[config.mk]
export PLATFORM = sky130hd
export DESIGN_NAME = keyed_dupe_burst_fsm
export DESIGN_NICKNAME = d
export VERILOG_FILES = /design/src/rtl/keyed_dupe_burst_fsm.sv
export SDC_FILE = /design/constraint.sdc
export NUM_CORES = 1
export LEC_CHECK = 0
export CORE_MARGIN = 4
export CORE_UTILIZATION = 40
export DETAILED_ROUTE_END_ITERATION = 6
export PLACE_DENSITY = 0.74
export SLEW_MARGIN = 10
export SYNTH_ARGS = -nofsm -noshare
export SYNTH_HDL_FRONTEND = slang
export SYNTH_SLANG_ARGS = --single-unit
[constraint.sdc]
create_clock -name clk -period 6.8 [get_ports clk]
set_clock_uncertainty 0.1 [all_clocks]
set_input_delay 1.02 -clock clk [delete_from_list [all_inputs] [get_ports clk]]
set_output_delay 1.02 -clock clk [all_outputs]
set_load 0.02 [all_outputs]
[src/rtl/keyed_dupe_burst_fsm.sv]
// Key-locked burst controller. A wrong key at DONE parks the machine in one of
// N_DUPE look-alike idle states whose index silently lengthens the next burst.
module keyed_dupe_burst_fsm #(
  parameter int               KEY_W       = 8,
  parameter logic [KEY_W-1:0] CORRECT_KEY = 8'hA5,
  parameter int               N_DUPE      = 4,
  parameter int               LEN_W       = 8
) (
  input  logic             clk,
  input  logic             rst,
  input  logic             start,
  input  logic [LEN_W-1:0] len,
  input  logic             en,
  input  logic             abort,
  input  logic [KEY_W-1:0] keyinput,
  output logic             busy,
  output logic             tick,
  output logic             done,
  output logic [LEN_W-1:0] cnt
);

  localparam int IDX_W = $clog2(N_DUPE);

  // A duplicate idle state is S_DI plus its index; idx_reg is zero in every other state.
  typedef enum logic [1:0] {S_IDLE, S_RUN, S_DONE, S_DI} kind_t;

  kind_t            kind_reg, kind_next;
  logic [IDX_W-1:0] idx_reg, idx_next;
  logic [LEN_W-1:0] cnt_reg, cnt_next;
  logic [LEN_W-1:0] eff_len;
  logic             busy_reg, done_reg;

  always_comb begin
    kind_next = kind_reg;
    idx_next  = '0;
    cnt_next  = cnt_reg;
    eff_len   = len + LEN_W'(idx_reg) + LEN_W'(1);

    if (kind_reg != S_DI && idx_reg != '0) begin
      kind_next = S_IDLE;
      cnt_next  = '0;
    end else begin
      case (kind_reg)
        S_IDLE: begin
          if (start) begin
            if (len != '0) begin
              kind_next = S_RUN;
              cnt_next  = len;
            end else begin
              kind_next = S_DONE;
              cnt_next  = '0;
            end
          end
        end
        S_DI: begin
          if (start) begin
            if (eff_len != '0) begin
              kind_next = S_RUN;
              cnt_next  = eff_len;
            end else begin
              kind_next = S_DONE;
              cnt_next  = '0;
            end
          end else begin
            // Walking through the duplicates makes the corruption depend on idle time.
            kind_next = S_DI;
            idx_next  = idx_reg + IDX_W'(1);
          end
        end
        S_RUN: begin
          if (abort) begin
            kind_next = S_DONE;
            cnt_next  = '0;
          end else if (en) begin
            if (cnt_reg <= LEN_W'(1)) begin
              kind_next = S_DONE;
              cnt_next  = '0;
            end else begin
              cnt_next = cnt_reg - LEN_W'(1);
            end
          end
        end
        S_DONE: begin
          if (keyinput == CORRECT_KEY) begin
            kind_next = S_IDLE;
          end else begin
            kind_next = S_DI;
            idx_next  = keyinput[IDX_W-1:0];
          end
        end
        default: begin
          kind_next = S_IDLE;
          cnt_next  = '0;
        end
      endcase
    end
  end

  always_ff @(posedge clk or posedge rst) begin
    if (rst) begin
      kind_reg <= S_IDLE;
      idx_reg  <= '0;
      cnt_reg  <= '0;
      busy_reg <= 1'b0;
      done_reg <= 1'b0;
    end else begin
      kind_reg <= kind_next;
      idx_reg  <= idx_next;
      cnt_reg  <= cnt_next;
      busy_reg <= (kind_next == S_RUN);
      done_reg <= (kind_next == S_DONE);
    end
  end

  assign busy = busy_reg;
  assign done = done_reg;
  assign cnt  = cnt_reg;
  assign tick = busy_reg & en & ~abort;

endmodule

==> impl_metrics.json <==
{
  "grt_use_met1": 0.212,
  "cts_made_buffers": 3,
  "synth_fp_nets": 203,
  "grt_pass1_vias": 1279,
  "cellLeakagePower_uw": 0.000706,
  "critPathLaunch": "len[0]",
  "seq_area_frac_synth": 0.250,
  "area_growth_syn_to_layout_pct": 24.0,
  "clockBufferDepth": 2,
  "clk_pin_slew_worst_paths_ns": 0.09,
  "peakVddDrop_uv": 191,
  "hpwl_mm": 2.89,
  "cpMostUsedCell": "inv_1",
  "drv_slew": 0,
  "synth_edf_count": 0,
  "synth_top_family_by_area": "compound AO/OA/AOI/OAI gates",
  "drtIter0Drc": 63,
  "grt_antenna_before_repair": 0,
  "synth-seq-cells": 14,
  "avgSynthCellArea_um2": 8.21,
  "syn-cell-area_um2": 1400,
  "timing.fmax_ghz": 0.285,
  "post-route-period-util": 0.516,
  "rows": 21,
  "cp_top_family": "simple AND/OR/NAND/NOR gates",
  "reg2reg_from": "idx_reg[0]$_DFF_PP0_",
  "placed_area_um2": 1720,
  "top_usage_layer": "met2",
  "async_flop_share": 1.00,
  "drive_above_1_share": 0.0812,
  "cp-endpoint": "done$_DFF_PP0_",
  "ff2ff_path_depth": 9,
  "synth_xor_area_frac": 0.0312,
  "rsz0062_at_grt": "false",
  "start_util": 0.417,
  "grt_usage": 0.170,
  "r2r-end": "done$_DFF_PP0_",
  "synthSimpleGateAreaFrac": 0.242,
  "synth_top_flop_cell": "dfrtp_1",
  "setup_violations": 0,
  "cp.required_ns": 6.93,
  "powerDensity_nw_per_um2": 447,
  "vias": 1389,
  "cts_root_buffer": "clkbuf_4",
  "use_met2": 0.293,
  "grt_max_degree": 17,
  "die_y_um": 67.2,
  "reg2reg_slack_ns": 4.14,
  "synthAdderAreaFrac": 0.103,
  "dr.pass1.iters": 4,
  "portBuffers": 31,
  "wl_per_cell_um": 14.9,
  "finalHoldViolations": 0,
  "wl_mm": 3.63,
  "tns_ns": 0,
  "use_met3": 0.0366,
  "grt_overflow": 0,
  "worst-path-stages": 10,
  "worst_pin_slew_ns": 0.631,
  "post_cts_resized": 0,
  "drc": 0,
  "maxCapViolCount": 0,
  "status": "finished, final reports clean",
  "ios": 32,
  "synth_compound_area_frac": 0.269,
  "fillers": 349,
  "fin_crit_ns": 3.51,
  "largest_reg_flops": 8,
  "core_um2": 3360,
  "fin_area_um2": 1740,
  "critPathCaptureType": "flip-flop",
  "synth_cell_types": 56,
  "synthMuxAreaShare": 0.0312,
  "cp.arrival_ns": 3.63,
  "slew_headroom": 0.579,
  "diodes": 0,
  "finalNetCount": 231,
  "cts_hold_buf": 0,
  "yosysWarnings": 0,
  "timing_worst_setup_path_type": "input port to flip-flop",
  "grt_pass1_wl_mm": 5.89,
  "post_cts_buffers": 0,
  "globalplace.congestion": 0.849,
  "cts_tree": "yes",
  "critPathBufInv": 3,
  "critPathLaunchType": "input port",
  "hold_path.class": "flip-flop to flip-flop",
  "holdCritStartpoint": "cnt[7]$_DFFE_PP0P_",
  "die_w_um": 67.2,
  "clkLatencyLatePin_ns": 0.29,
  "via_per_inst": 5.72,
  "synthCells": 171,
  "cts.sinks": 14,
  "htreeDepth": 1,
  "cp_cell_sequence": "clkdlybuf4s50_1 > inv_1 > ha_1 > inv_1 > fa_1 > or3b_2 > mux2i_4 > nand4_1 > a311oi_2 > and2_1",
  "crit_slowest_cell": "or3b_2",
  "die_area_um2": 4520,
  "drtAntennaViolNets": 0,
  "slowest_delay_ns": 0.51,
  "critPathMaxFanout": 3
}
[layout by cell type (no fill, tap or decap), drive strengths merged, types with 6 or more instances in the layout]
cell type and count:
clkdlybuf4s50 31, ha 10, dfrtp 14, o22ai 6, o21ai 12, a21oi 6
nor2 12, nor3 8, nand2 19, inv 13
[how the worst min path moves through the flow]
stage / end / depth (start not counted)
after floorplan: idx_reg[0]$_DFF_PP0_ / 3
after global placement: cnt[7]$_DFFE_PP0P_ / 1
after detailed placement: cnt[7]$_DFFE_PP0P_ / 1
after CTS: cnt[7]$_DFFE_PP0P_ / 1
after global routing: cnt[3]$_DFFE_PP0P_ / 1
final: cnt[7]$_DFFE_PP0P_ / 1
[worst register-to-register path: stages (launching register included)]
cell	delay [ns]
dfrtp_1	0.37
inv_1	0.12
ha_1	0.16
inv_1	0.04
fa_1	0.47
or3b_2	0.51
mux2i_4	0.16
nand4_1	0.14
a311oi_2	0.37
and2_1	0.17
[synthesized netlist by cell type, types with 3 or more instances]
cell / n / share of area
a21oi_1: 6 / 0.021
nor3_1: 8 / 0.029
nor2b_1: 3 / 0.013
clkbuf_1: 3 / 0.0080
a31oi_1: 3 / 0.013
dfrtp_1: 14 / 0.25
a22oi_1: 3 / 0.016
ha_1: 10 / 0.089
inv_1: 13 / 0.035
nand2_1: 19 / 0.051
nor2_1: 12 / 0.032
o22ai_1: 6 / 0.027
a22o_1: 3 / 0.019
xnor2_1: 4 / 0.025
nand3_1: 4 / 0.014
o21ai_0: 9 / 0.032
[routing by layer]
layer	vias up	part of all wire
met2	38	0.49
met3	6	0.045
met4	0	0.013
li1	688	-
met1	657	0.45
met5	-	0
[cell families after synthesis]
logic type / Yosys count
simple gates: 65
compound gates: 52
buf+inv: 21
flops: 14
fa+ha+maj: 11
xor+xnor: 5
mux: 3
[metrics by stage]
step           total power [uW]  hold slack [ns]  utilization  setup slack (ns)  cells
2_1_floorplan               573            0.502            -              3.71    171
3_3_place_gp                725            0.443        0.511              3.08    240
3_5_place_dp                727            0.442        0.511              3.02    240
4_1_cts                     780            0.463        0.517              3.32    243
5_1_grt                     851            0.489        0.517              3.16    243
6_report                    778            0.459        0.517              3.29    243
[power breakdown]
group / switching, uW / internal [uW]
Combinational: 318 / 242
Clock: 27.8 / 20.6
Sequential: 44.2 / 125
Total: 390 / 387
[layout make-up]
class | instances | area, um2 | area share
multi-input combinational | 136 | 951 | 0.546
timing repair buffer | 31 | 310 | 0.178
inverter | 13 | 48.8 | 0.0280
clock buffer | 3 | 22.5 | 0.0129
sequential | 14 | 350 | 0.201
tap | 46 | 57.6 | 0.0331
No activity file was read; power rests on OpenSTA's default activity.
